[src/rtl/c_bank_ctrl.sv]
// c_bank_ctrl: sequencer for the DCO capacitor-bank matrix of c_sel cells.
// It captures a thermometer tuning target and moves the applied code toward it.
// It drives registered row/column/r_all selects into the bank.
// It pulses done once the bank has had time to settle.
//
// Configuration macro: C_BANK_SLEW_EN
//   defined   : code slews +/-1 unit cap per clk toward the target
//   undefined : code jumps to the target in a single edge
//
// Ports:
//   clk       in   1     clock, rising edge
//   rst       in   1     async reset, active high
//   en        in   1     block enable (0 forces IDLE, holds code/selects)
//   ld        in   1     load strobe, samples code_in
//   code_in   in   CW    target code, saturated to ROWS*COLS
//   row_full  out  ROWS  rows fully on (thermometer)
//   row_sel   out  ROWS  one-hot partially-filled row
//   col       out  COLS  columns on in the partial row (thermometer)
//   r_all     out  1     0 forces every cell on (bank full)
//   code      out  CW    currently applied code
//   busy      out  1     stepping or settling
//   done      out  1     one-cycle pulse when settled
module c_bank_ctrl #(
  parameter int unsigned ROWS   = 8,
  parameter int unsigned COLS   = 8,
  parameter int unsigned CW     = 7,
  parameter int unsigned SETTLE = 4
) (
  input  logic            clk,
  input  logic            rst,
  input  logic            en,
  input  logic            ld,
  input  logic [CW-1:0]   code_in,
  output logic [ROWS-1:0] row_full,
  output logic [ROWS-1:0] row_sel,
  output logic [COLS-1:0] col,
  output logic            r_all,
  output logic [CW-1:0]   code,
  output logic            busy,
  output logic            done
);

  localparam int unsigned MAX = ROWS * COLS;
  localparam int unsigned SW  = (SETTLE < 1) ? 1 : $clog2(SETTLE + 1);

  typedef enum logic [1:0] {S_IDLE, S_STEP, S_SETTLE} state_t;

  state_t          state_q, state_d;
  logic [CW-1:0]   target_q, target_d;
  logic [CW-1:0]   code_q, code_d;
  logic [SW-1:0]   cnt_q, cnt_d;
  logic [ROWS-1:0] row_full_q, row_full_d;
  logic [ROWS-1:0] row_sel_q, row_sel_d;
  logic [COLS-1:0] col_q, col_d;
  logic            r_all_q, r_all_d;
  logic            busy_q, busy_d;
  logic            done_q, done_d;
  logic [CW-1:0]   cin_sat;
  int unsigned     q_v, rem_v;

  // Next-state, next-code and settle counter
  always_comb begin
    state_d  = state_q;
    target_d = target_q;
    code_d   = code_q;
    cnt_d    = cnt_q;
    done_d   = 1'b0;
    cin_sat  = (32'(code_in) > MAX) ? CW'(MAX) : code_in;

    if (!en) begin
      // Disabled: abandon any sequence, hold the applied code
      state_d = S_IDLE;
      cnt_d   = '0;
    end else if (ld) begin
      // Load/retarget wins over a concurrent step; code holds this edge
      target_d = cin_sat;
      cnt_d    = '0;
      state_d  = (cin_sat != code_q) ? S_STEP : S_SETTLE;
    end else begin
      case (state_q)
        S_IDLE: state_d = S_IDLE;
        S_STEP: begin
`ifdef C_BANK_SLEW_EN
          if (target_q > code_q)      code_d = code_q + CW'(1);
          else if (target_q < code_q) code_d = code_q - CW'(1);
`else
          code_d = target_q;
`endif
          if (code_d == target_q) state_d = S_SETTLE;
        end
        S_SETTLE: begin
          if (cnt_q == SW'(SETTLE)) begin
            state_d = S_IDLE;
            cnt_d   = '0;
            done_d  = 1'b1;
          end else begin
            cnt_d = cnt_q + SW'(1);
          end
        end
        default: state_d = S_IDLE;
      endcase
    end

    busy_d = (state_d != S_IDLE);
  end

  // Bank decode from next code so selects always line up with code
  always_comb begin
    q_v        = 32'(code_d) / COLS;
    rem_v      = 32'(code_d) % COLS;
    row_full_d = '0;
    row_sel_d  = '0;
    col_d      = '0;
    for (int unsigned r = 0; r < ROWS; r++) begin
      row_full_d[r] = (r < q_v);
      row_sel_d[r]  = (r == q_v) && (rem_v != 0);
    end
    for (int unsigned c = 0; c < COLS; c++) begin
      col_d[c] = (c < rem_v);
    end
    r_all_d = (32'(code_d) != MAX);
  end

  // State and registered outputs
  always_ff @(posedge clk or posedge rst) begin
    if (rst) begin
      state_q    <= S_IDLE;
      target_q   <= '0;
      code_q     <= '0;
      cnt_q      <= '0;
      row_full_q <= '0;
      row_sel_q  <= '0;
      col_q      <= '0;
      r_all_q    <= 1'b1;
      busy_q     <= 1'b0;
      done_q     <= 1'b0;
    end else begin
      state_q    <= state_d;
      target_q   <= target_d;
      code_q     <= code_d;
      cnt_q      <= cnt_d;
      row_full_q <= row_full_d;
      row_sel_q  <= row_sel_d;
      col_q      <= col_d;
      r_all_q    <= r_all_d;
      busy_q     <= busy_d;
      done_q     <= done_d;
    end
  end

  assign row_full = row_full_q;
  assign row_sel  = row_sel_q;
  assign col      = col_q;
  assign r_all    = r_all_q;
  assign code     = code_q;
  assign busy     = busy_q;
  assign done     = done_q;

endmodule

[config.mk]
export PLATFORM = sky130hd
export DESIGN_NAME = c_bank_ctrl
export DESIGN_NICKNAME = d
export VERILOG_FILES = /design/src/rtl/c_bank_ctrl.sv
export SDC_FILE = /design/constraint.sdc
export NUM_CORES = 1
export LEC_CHECK = 0
export BUFFER_PORTS_ARGS = -buffer_cell sky130_fd_sc_hd__buf_2
export CORE_UTILIZATION = 52
export DETAILED_ROUTE_END_ITERATION = 6
export GPL_TIMING_DRIVEN = 0
export PLACE_DENSITY = 0.78
export SYNTH_ARGS = -nofsm -noshare
export SYNTH_HDL_FRONTEND = slang
export SYNTH_SLANG_ARGS = --single-unit
export TNS_END_PERCENT = 20
[constraint.sdc]
create_clock -name clk -period 1.95 [get_ports clk]
set_input_delay 0.585 -clock clk [delete_from_list [all_inputs] [get_ports clk]]
set_output_delay 0.585 -clock clk [all_outputs]
set_load 0.02 [all_outputs]
# After elaboration in Yosys (flattened, before gate mapping)
# Cells that the tools add are included.
dict set report word_totals {
  reg_bits 46
  inputBits 11
  out_inout_bits 34
}
dict set report classes {
  add_sub_neg 1
  magnitude_cmp 17
  n_eq_ne 13
  muxes 17
  reduce_logical 12
}
# operator n
set op_table {}
lappend op_table {{$logic_not A32 Y1} 1}
lappend op_table {{$reduce_bool A32 Y1} 1}
lappend op_table {{$mux W7} 4}
lappend op_table {{$eq A3 B4 Y1 const A} 4}
lappend op_table {{$lt A3 B4 Y1 const A} 4}
lappend op_table {{$lt A3 B3 Y1 const A} 4}
lappend op_table {{$mux W3} 4}
lappend op_table {{$eq A2 B4 Y1 const A} 2}
lappend op_table {{$logic_and A1 B1 Y1} 8}
lappend op_table {{$lt A1 B4 Y1 const A} 2}
lappend op_table {{$lt A2 B4 Y1 const A} 2}
lappend op_table {{$mux W2} 4}
lappend op_table {{$gt A7 B7 Y1 const B} 1}
lappend op_table {{$ne A7 B7 Y1} 1}
lappend op_table {{$ne A7 B7 Y1 const B} 1}
lappend op_table {{$lt A1 B3 Y1 const A} 2}
lappend op_table {{$lt A2 B3 Y1 const A} 2}
lappend op_table {{$eq A1 B4 Y1 const A} 1}
lappend op_table {{$mux W1} 4}
lappend op_table {{$pmux W2 S2} 1}
lappend op_table {{$add A3 B1 Y3 const B} 1}
lappend op_table {{$eq A3 B3 Y1 const B} 1}
lappend op_table {{$ne A3 B1 Y1 const B} 1}
lappend op_table {{$eq A2 B1 Y1 const B} 1}
lappend op_table {{other kinds (3)} 3}

# Longest topological paths before layout
# Gate-level depths: netlist of run 1.
dict set report depth {
  word_depth 7
  mapped_depth 9
  ltp_nobuf 8
}

# Worst setup path before layout of run 1
# Ideal clock, no wire load.
dict set report synth_timing {
  path_type {input to register}
  start {input port code_in[0]}
  end {register state_q[1]}
  setup_time_ps 65
  arrival_ps 1634
  t_required_ps 1885
  path_slack_ps 251
  path_stages 5
  cell_sequence {xor2_1 > a2111oi_1 > a32oi_1 > nor4b_2 > o21a_1}
}
dict set report synth_between {
  elab_chain_len 6
}
# element line
set synth_rtl {}
lappend synth_rtl {{from (decl)} 33} ;# input logic [CW-1:0] code_in,
lappend synth_rtl {{$gt A7 B7 Y1} 68} ;# cin_sat = (32'(code_in) > MAX) ? CW'(MAX) : code_in;
lappend synth_rtl {{$mux W7 *} 68}
lappend synth_rtl {{$ne A7 B7 Y1 *} 78} ;# state_d = (cin_sat != code_q) ? S_STEP : S_SETTLE;
lappend synth_rtl {{$mux W2 *} 78}
lappend synth_rtl {{$mux W2 *} 74} ;# end else if (ld) begin
lappend synth_rtl {{$mux W2 *} 70} ;# if (!en) begin
lappend synth_rtl {{net state_d[1]} 48} ;# state_t state_q, state_d;
lappend synth_rtl {{to (signal assigned)} 138} ;# state_q <= state_d;
lappend synth_rtl {{to (decl)} 48}
# Mark *: on every way through the listed nets, which the timed path passes. The rest lies on a longest branch.
# A chain may end at the register's enable or synchronous reset.

# Worst setup path after layout of run 1
dict set report layout_timing {
  start {register state_q[1]}
  end {register row_sel_q[5] (netlist: row_sel[5])}
}
dict set report layout_between {
  elab_chain_len 6
  elab_cells_between_ends 7
}
# element line
set layout_rtl {}
lappend layout_rtl {{$eq A2 B1 Y1} 80} ;# case (state_q)
lappend layout_rtl {{$mux W7} 80}
lappend layout_rtl {{$mux W7} 74}
lappend layout_rtl {{$mux W7} 70}
lappend layout_rtl {{net code_d[6]} 50} ;# logic [CW-1:0] code_q, code_d;
lappend layout_rtl {{$eq A3 B4 Y1} 116} ;# row_sel_d[r] = (r == q_v) && (rem_v != 0);
lappend layout_rtl {{$logic_and A1 B1 Y1} 116}
lappend layout_rtl {{net row_sel_d[5]} 53} ;# logic [ROWS-1:0] row_sel_q, row_sel_d;
lappend layout_rtl {{to (signal assigned)} 143} ;# row_sel_q <= row_sel_d;
lappend layout_rtl {{to (decl)} 53}
# The timed path passes the listed nets, and every way through them passes these cells.

==> qor.txt, run 1 <==
Die H: 61.8 um
most used cell, CP: nor2_1
CTS H-tree depth: 2
synth top area cells: dfrtp_1 57%, nor2_1 3.8%, mux2i_4 3.6%, nand2_1 3.0%, ha_1 2.7%
DR vias/cell: 5.02
RSZ-0062 raised after global routing: yes
starting density of the core: 54.8%
Area Overhead vs Synth: 20.2%
routability congestion estimate: 0.786
post-cts hold buffer count: 0
Post-synth ARST share: 100%
drt wl/cell: 13.2 um
Seq cells post-synth: 43
TNS Setup: 0 ns
Netlist Area Pre-Place: 0.00186 sq mm
Setup Viol. Count Final: 0
DRC: 0
overflow left after global routing: 0
Reg clk slew, reported paths: 0.12 ns
cell taking the most area after synthesis: dfrtp_1
Top delay family on crit path: simple AND/OR/NAND/NOR gates
Pint: 1570 uW
Core ar.: 0.00339 sq mm
Slew @ Worst Pin: 0.840 ns
Max clock buf depth: 2
Seq pwr share: 46.8%
drt total wl: 3430 um
FP Rows: 21
clock sink count: 43
hold_ws: 0.394 ns
worst-path cell chain: inv_1 -> ha_1 -> nand3b_1 -> buf_8 -> mux2i_4 -> inv_2 -> nor2_1 -> nand2_1 -> nor2_1
CP peak stage delay: 0.39 ns
WP data arrival: 2.11 ns
most frequent cells in the layout: 43 x buf_2, 42 x dfrtp_1, 19 x nor2_1, 15 x nand2_1, 11 x inv_1
routed vias: 1304
post-layout min period: 1.83 ns
sequential cell area fraction in the yosys report: 58.0%
vias in the first global route: 1239
Primary FF master, synth: dfrtp_1
Critical Path End Type: flip-flop
die area: 0.00382 sq mm
clk_lat worst skew: 0.35 ns
Iter 0 DRT Violations: 31
Crit-path slowest cell: dfrtp_1
switching fraction of total power: 35.5%
worst hold path class: input pin to async pin
worst path bufs/invs: 3
Antenna Nets Post-Route: 0
Yosys Warn Count: 0
CTS tree: yes
worst rel slew slack: 43.9%
status: complete, no violations
count of final max-slew check failures: 0
drt first pass iters: 4
Final period util: 93.6%
postcts setup bufs: 0
Final Hold Fails: 0
Inserted Diodes: 0
fin util: 65.9%
Power per Cell Area: 1090 mW/mm^2
Die W: 61.8 um
EDFF count, synth: 0
Root Buffer: clkbuf_4
Crit Path Max Fanout: 8
maximum vdd drop: 0.673 mV
share of cells above drive strength 1: 36.0%
Worst Setup Path Type: flip-flop to flip-flop
Global Route Usage Sum: 20.4%
I/O Buffers: 43
Leakage Power: 0.00114 uW
Clock power frac: 22.5%
first-pass GRT wire length: 5420 um
HPWL after DPL: 2580 um
initial antenna violation count: 0
share of the synthesized area in the top cell type: 56.6%
Max Clock Skew: 0.00798 ns
Logic pwr share: 30.7%
max-cap viol count: 0
Setup crit start kind: flip-flop
Syn Nets: 178
Final #Nets: 228
Post-Syn Instances: 163
CTS resizes: 0
cts bufs inserted: 5
Fmax: 0.548 GHz
NetSw: 866 uW
average size of a mapped cell: 11.4 sq um
Distinct cells, synth: 38
Top Ports: 45
pin count of the biggest net entering global routing: 44
most common cell after layout, fill and taps aside: buf_2
CP required: 2.23 ns
==> metrics by stage <==
step / instances / area, sq um / setup WS (ns) / power [uW]
after floorplan: 163 / 1860 / 0.251 / 1660
after global placement: 252 / 2130 / -0.0601 / 1880
after detailed placement: 252 / 2130 / -0.0127 / 1900
after CTS: 260 / 2210 / 0.118 / 2450
after global routing: 260 / 2230 / -0.0229 / 2590
final: 260 / 2230 / 0.124 / 2440
==> layer usage <==
| layer | part of all wire (%) | track usage, % | wire, um | vias to the layer above |
|---|---|---|---|---|
| met5 | 0 | 0 | 0 | - |
| met1 | 42 | 24.7 | 1430 | 634 |
| met3 | 3.4 | 4.55 | 116 | 2 |
| met4 | 0.64 | 8.57 | 22 | 0 |
| met2 | 54 | 35.3 | 1850 | 29 |
| li1 | - | - | - | 639 |
==> power groups by stage <==
stage	registers, uW	clock network, uW	logic, uW
finish	1140	549	748
global placement	1150	0	730
global route	1160	598	827
floorplan	1320	0	342
detailed placement	1160	0	745
CTS	1140	565	746
==> synth_stat cells (2+ instances only) <==
library cell and count:
a21oi_1 3, nor2_1 19, nor3_2 2, ha_1 4, buf_6 2, inv_1 13
buf_4 3, inv_2 3, o21ai_0 10, nand2_1 15, mux2i_1 4, mux2i_2 2
xor2_1 2, mux2i_4 3, nand3_1 3, nand2b_1 5, mux2_2 2, nor3_1 5
o31ai_1 2, dfrtp_1 42, a31oi_1 2
==> cell type report <==
| type | instances | area (sq um) |
|---|---|---|
| Buffer | 6 | 52.6 |
| Clock buffer | 5 | 37.5 |
| Clock inverter | 3 | 43.8 |
| Fill cell | 262 | 1160 |
| Inverter | 17 | 66.3 |
| Multi-Input combinational cell | 97 | 683 |
| Sequential cell | 43 | 1080 |
| Tap cell | 46 | 57.6 |
| Timing Repair Buffer | 43 | 215 |
==> worst paths after layout <==
path	start	to	slack, ns	cells after the start
max	state_q[1]	row_sel[5]	0.12	9
min	rst	target_q[6]	0.39	2
max reg2reg	state_q[1]	row_sel[5]	0.12	9
min reg2reg	target_q[2]	target_q[2]	0.54	2
max in group asynchronous	rst	row_sel[4]	1.04	2
min in group clk	code_in[0]	target_q[0]	0.50	3
==> cell families (layout without fill, tap and decap cells) <==
logic type	count (synthesis)	after routing	share of synthesized area [%]
multiplexers	11	11	8.48
flip-flops	43	43	58.0
XOR/XNOR	2	2	0.943
AO/OA/AOI/OAI	24	24	8.15
other	1	1	0.202
buffers and inverters	23	74	6.20
AND/OR/NAND/NOR	55	55	15.4
adder cells (fa/ha/maj)	4	4	2.69
==> flip-flops by register name (all words and copies together) (netlist names) <==
signal    flops
code          7
col           6
state_q       2
row_sel       8
busy          1
cnt_q         3
done          1
r_all         1
row_full      7
target_q      7
Note: power is estimated with default switching activity, not from simulation.
==> run 2, diff against run 1 <==
Settings changed: BUFFER_PORTS_ARGS -buffer_cell sky130_fd_sc_hd__buf_2 to unset, CORE_UTILIZATION 52 to 60, DONT_BUFFER_PORTS set to 1, PLACE_DENSITY 0.78 to 0.76.
==> qor.txt, run 2 (synthesized netlist as in run 1, its figures left out) <==
Die W: 57.7 um
routability congestion estimate: 0.781
Final #Nets: 185
Clock power frac: 19.1%
Top Ports: 45
fin util: 69.0%
Antenna Nets Post-Route: 0
CP required: 2.24 ns
Slew @ Worst Pin: 0.851 ns
Seq pwr share: 61.7%
routed vias: 1151
vias in the first global route: 1154
post-layout min period: 1.80 ns
Max Clock Skew: 0.0119 ns
switching fraction of total power: 38.1%
fin cells: 202
FP Rows: 19
cts bufs inserted: 5
die area: 0.00332 sq mm
DP Area: 0.00190 sq mm
most frequent cells in the layout: 42 x dfrtp_1, 19 x nor2_1, 15 x nand2_1, 11 x inv_1, 10 x o21ai_0
drt first pass iters: 6
drt wl/cell: 15.7 um
Max clock buf depth: 2
Crit-path slowest cell: dfrtp_1
CTS H-tree depth: 2
CTS tree: yes
NetSw: 826 uW
Inserted Diodes: 0
placed cells: 194
CP peak stage delay: 0.53 ns
worst hold path class: input pin to async pin
Iter 0 DRT Violations: 42
initial antenna violation count: 0
Reg clk slew, reported paths: 0.12 ns
Area Overhead vs Synth: 5.93%
I/O Buffers: 0
HPWL after DPL: 2290 um
DRC: 3
starting density of the core: 65.1%
postcts setup bufs: 0
status: finished, violations left
Global Route Usage Sum: 21.7%
Final period util: 92.3%
failing checks: DRC
Pint: 1340 uW
Logic pwr share: 19.2%
Root Buffer: clkbuf_4
Core ar.: 0.00285 sq mm
Setup crit start kind: flip-flop
clock sink count: 43
first-pass GRT wire length: 5180 um
overflow left after global routing: 0
Leakage Power: 0.000927 uW
Fmax: 0.556 GHz
Die H: 57.7 um
count of final max-slew check failures: 0
worst-path cell chain: xor2_1 -> a2111oi_1 -> a32oi_1 -> nor4b_2 -> o21a_1
DR vias/cell: 5.70
Crit Path Max Fanout: 4
Power per Cell Area: 1100 mW/mm^2
RSZ-0062 raised after global routing: no
worst rel slew slack: 43.2%
number of flip-flops in the largest register: 8
Setup Viol. Count Final: 0
total power: 2170 uW
Worst Setup Path Type: flip-flop to flip-flop
Final Cell Area: 0.00197 sq mm
worst path bufs/invs: 0
drt total wl: 3170 um
max-cap viol count: 0
maximum vdd drop: 0.798 mV
most common cell after layout, fill and taps aside: dfrtp_1
pin count of the biggest net entering global routing: 44
Critical Path End Type: flip-flop
TNS Setup: 0 ns
WP data arrival: 2.09 ns
Top delay family on crit path: compound AO/OA/AOI/OAI gates
Final Hold Fails: 0
post-cts hold buffer count: 0
share of cells above drive strength 1: 19.3%
clk_lat worst skew: 0.35 ns
[run 2: worst register-to-register path, stage by stage, from the launching register on]
cell and delay (ns):
dfrtp_1 0.53, xor2_1 0.20, a2111oi_1 0.38, a32oi_1 0.12
nor4b_2 0.35, o21a_1 0.18
[run 2: power by group through the flow]
stage	Sequential (uW)	Clock [uW]	Combinational, uW
floorplan	1320	0	342
global placement	1350	0	399
detailed placement	1350	0	408
CTS	1330	427	411
global route	1360	459	462
finish	1340	414	416
[run 2: final cells by class]
class,instances,area (sq um)
plain buffers,6,48.8
clock buffers,6,41.3
clock inverters,2,12.5
fillers,209,885
inverters,17,66.3
multi-input cells,97,683
flip-flops and latches,43,1080
well taps,31,38.8
[run 2: final timing paths]
kind                        startpoint          end  slack [ns]  depth (start not counted)
hold reg to reg            target_q[1]  target_q[1]        0.53                          2
hold / removal                     rst  row_full[3]        0.27                          1
min in group clk                    en         busy        0.35                          1
max in group asynchronous          rst       col[6]        1.13                          1
setup reg to reg               code[0]   state_q[1]        0.15                          5
setup / recovery               code[0]   state_q[1]        0.15                          5
[run 2: layer usage]
metal	GRT usage, %	wire length [um]	vias to the layer above
met1	27.4	1370	556
met4	11.2	72	0
met5	0	0	-
li1	-	-	550
met2	34.4	1540	36
met3	6.25	190	9
[run 2: what timing repair did]
action                     CTS  global route
gates resized for setup      0             3
hold endpoints to repair     0             0
setup endpoints to repair    0             8
[run 2: per-stage QoR]
| step | hold slack [ns] | worst slack (ns) |
|---|---|---|
| 2_1_floorplan | 0.469 | 0.251 |
| 3_3_place_gp | 0.485 | 0.0374 |
| 3_5_place_dp | 0.505 | 0.140 |
| 4_1_cts | 0.297 | 0.131 |
| 5_1_grt | 0.323 | 0.0376 |
| 6_report | 0.266 | 0.151 |
==> run 3, diff against run 2 <==
Settings changed: CORE_MARGIN set to 4.
==> qor.txt, run 3 (synthesized netlist as in run 1, its figures left out) <==
status: complete, no violations
Crit Path Max Fanout: 8
worst rel slew slack: 43.8%
post-layout min period: 1.80 ns
vias in the first global route: 1173
routed vias: 1178
overflow left after global routing: 0
Die H: 63.7 um
Leakage Power: 0.000949 uW
Clock power frac: 18.9%
Power per Cell Area: 1100 mW/mm^2
Antenna Nets Post-Route: 0
DRC: 0
CP required: 2.23 ns
HPWL after DPL: 2400 um
Top delay family on crit path: simple AND/OR/NAND/NOR gates
clk_lat worst skew: 0.35 ns
Pint: 1360 uW
worst-path cell chain: inv_1 -> ha_1 -> nand3b_1 -> buf_8 -> mux2i_4 -> inv_2 -> nor2_1 -> nand2_1 -> nor2_1
Worst Setup Path Type: flip-flop to flip-flop
first-pass GRT wire length: 5690 um
placed cells: 194
switching fraction of total power: 38.4%
worst path bufs/invs: 3
most common cell after layout, fill and taps aside: dfrtp_1
DR vias/cell: 5.75
Reg clk slew, reported paths: 0.13 ns
Root Buffer: clkbuf_4
initial antenna violation count: 0
Critical Path End Type: flip-flop
starting density of the core: 65.1%
number of flip-flops in the largest register: 8
CTS H-tree depth: 2
Max Clock Skew: 0.0147 ns
Seq pwr share: 60.4%
fin cells: 205
most used cell, CP: nor2_1
Area Overhead vs Synth: 7.88%
CTS tree: yes
Die W: 63.7 um
WP data arrival: 2.08 ns
CP peak stage delay: 0.40 ns
NetSw: 849 uW
Final period util: 92.1%
share of cells above drive strength 1: 21.3%
Core ar.: 0.00285 sq mm
maximum vdd drop: 0.708 mV
Global Route Usage Sum: 18.4%
max-cap viol count: 0
Setup crit start kind: flip-flop
count of final max-slew check failures: 0
Final Hold Fails: 0
Slew @ Worst Pin: 0.842 ns
Inserted Diodes: 0
die area: 0.00405 sq mm
worst hold path class: input pin to async pin
cts bufs inserted: 5
most frequent cells in the layout: 42 x dfrtp_1, 19 x nor2_1, 13 x nand2_1, 12 x inv_1, 10 x o21ai_0
drt wl/cell: 16.5 um
Final #Nets: 188
routability congestion estimate: 0.825
Max clock buf depth: 2
drt total wl: 3390 um
clock sink count: 43
Setup Viol. Count Final: 0
Iter 0 DRT Violations: 81
FP Rows: 19
drt first pass iters: 4
I/O Buffers: 0
fin util: 70.3%
Fmax: 0.557 GHz
Top Ports: 45
Logic pwr share: 20.7%
pin count of the biggest net entering global routing: 44
Crit-path slowest cell: dfrtp_1
run 3: through the flow:
step	worst slack (ns)	setup TNS (ns)	total power, uW	hold slack (ns)	cell area [sq um]
2_1_floorplan	0.251	0	1660	0.469	1860
3_3_place_gp	0.0306	0	1750	0.484	1900
3_5_place_dp	0.106	0	1760	0.502	1900
4_1_cts	0.0802	0	2180	0.289	1950
5_1_grt	-0.0201	-0.0201	2350	0.303	2000
6_report	0.154	0	2210	0.262	2000
run 3: power by group through the flow:
stage | Sequential, uW | Clock (uW) | Combinational (uW)
final | 1340 | 418 | 458
after global routing | 1350 | 482 | 512
after CTS | 1340 | 427 | 413
after detailed placement | 1350 | 0 | 411
after global placement | 1350 | 0 | 399
after floorplan | 1320 | 0 | 342
run 3: layout make-up:
type                    count  area (sq um)
flip-flops and latches     43          1080
inverters                  17          66.3
repair buffers              3          22.5
well taps                  31          38.8
fillers                   209           848
clock buffers               6          41.3
multi-input cells          97           693
plain buffers               6          52.6
clock inverters             2          12.5
run 3: path summary, 6_finish.rpt:
path / cells after the start / endpoint / from / slack [ns]
min in group clk: 1 / state_q[1] / en / 0.34
max in group asynchronous: 1 / busy / rst / 1.15
worst max-delay path: 9 / row_sel[4] / state_q[1] / 0.15
worst min register to register: 2 / target_q[1] / target_q[1] / 0.52
worst min-delay path: 1 / done / rst / 0.26
worst max register to register: 9 / row_sel[4] / state_q[1] / 0.15
run 3: metal layers:
metal / track usage [%] / part of all wire (%) / vias up
li1: - / - / 557
met1: 22.8 / 43 / 578
met2: 28.6 / 48 / 39
met3: 7.82 / 8.0 / 4
met4: 7.01 / 0.92 / 0
met5: 0 / 0 / -
run 3: repair_timing:
action	4_1_cts	5_1_grt
hold buffers	0	0
hold endpoints to repair	0	0
endpoints found under the setup margin	0	10
gates resized for setup	0	6
setup buffers	0	3
run 3: worst reg2reg max path, stage by stage (launching register included):
cell      delay, ns
dfrtp_1        0.40
inv_1          0.06
ha_1           0.19
nand3b_1       0.13
buf_8          0.19
mux2i_4        0.32
inv_2          0.12
nor2_1         0.14
nand2_1        0.09
nor2_1         0.11
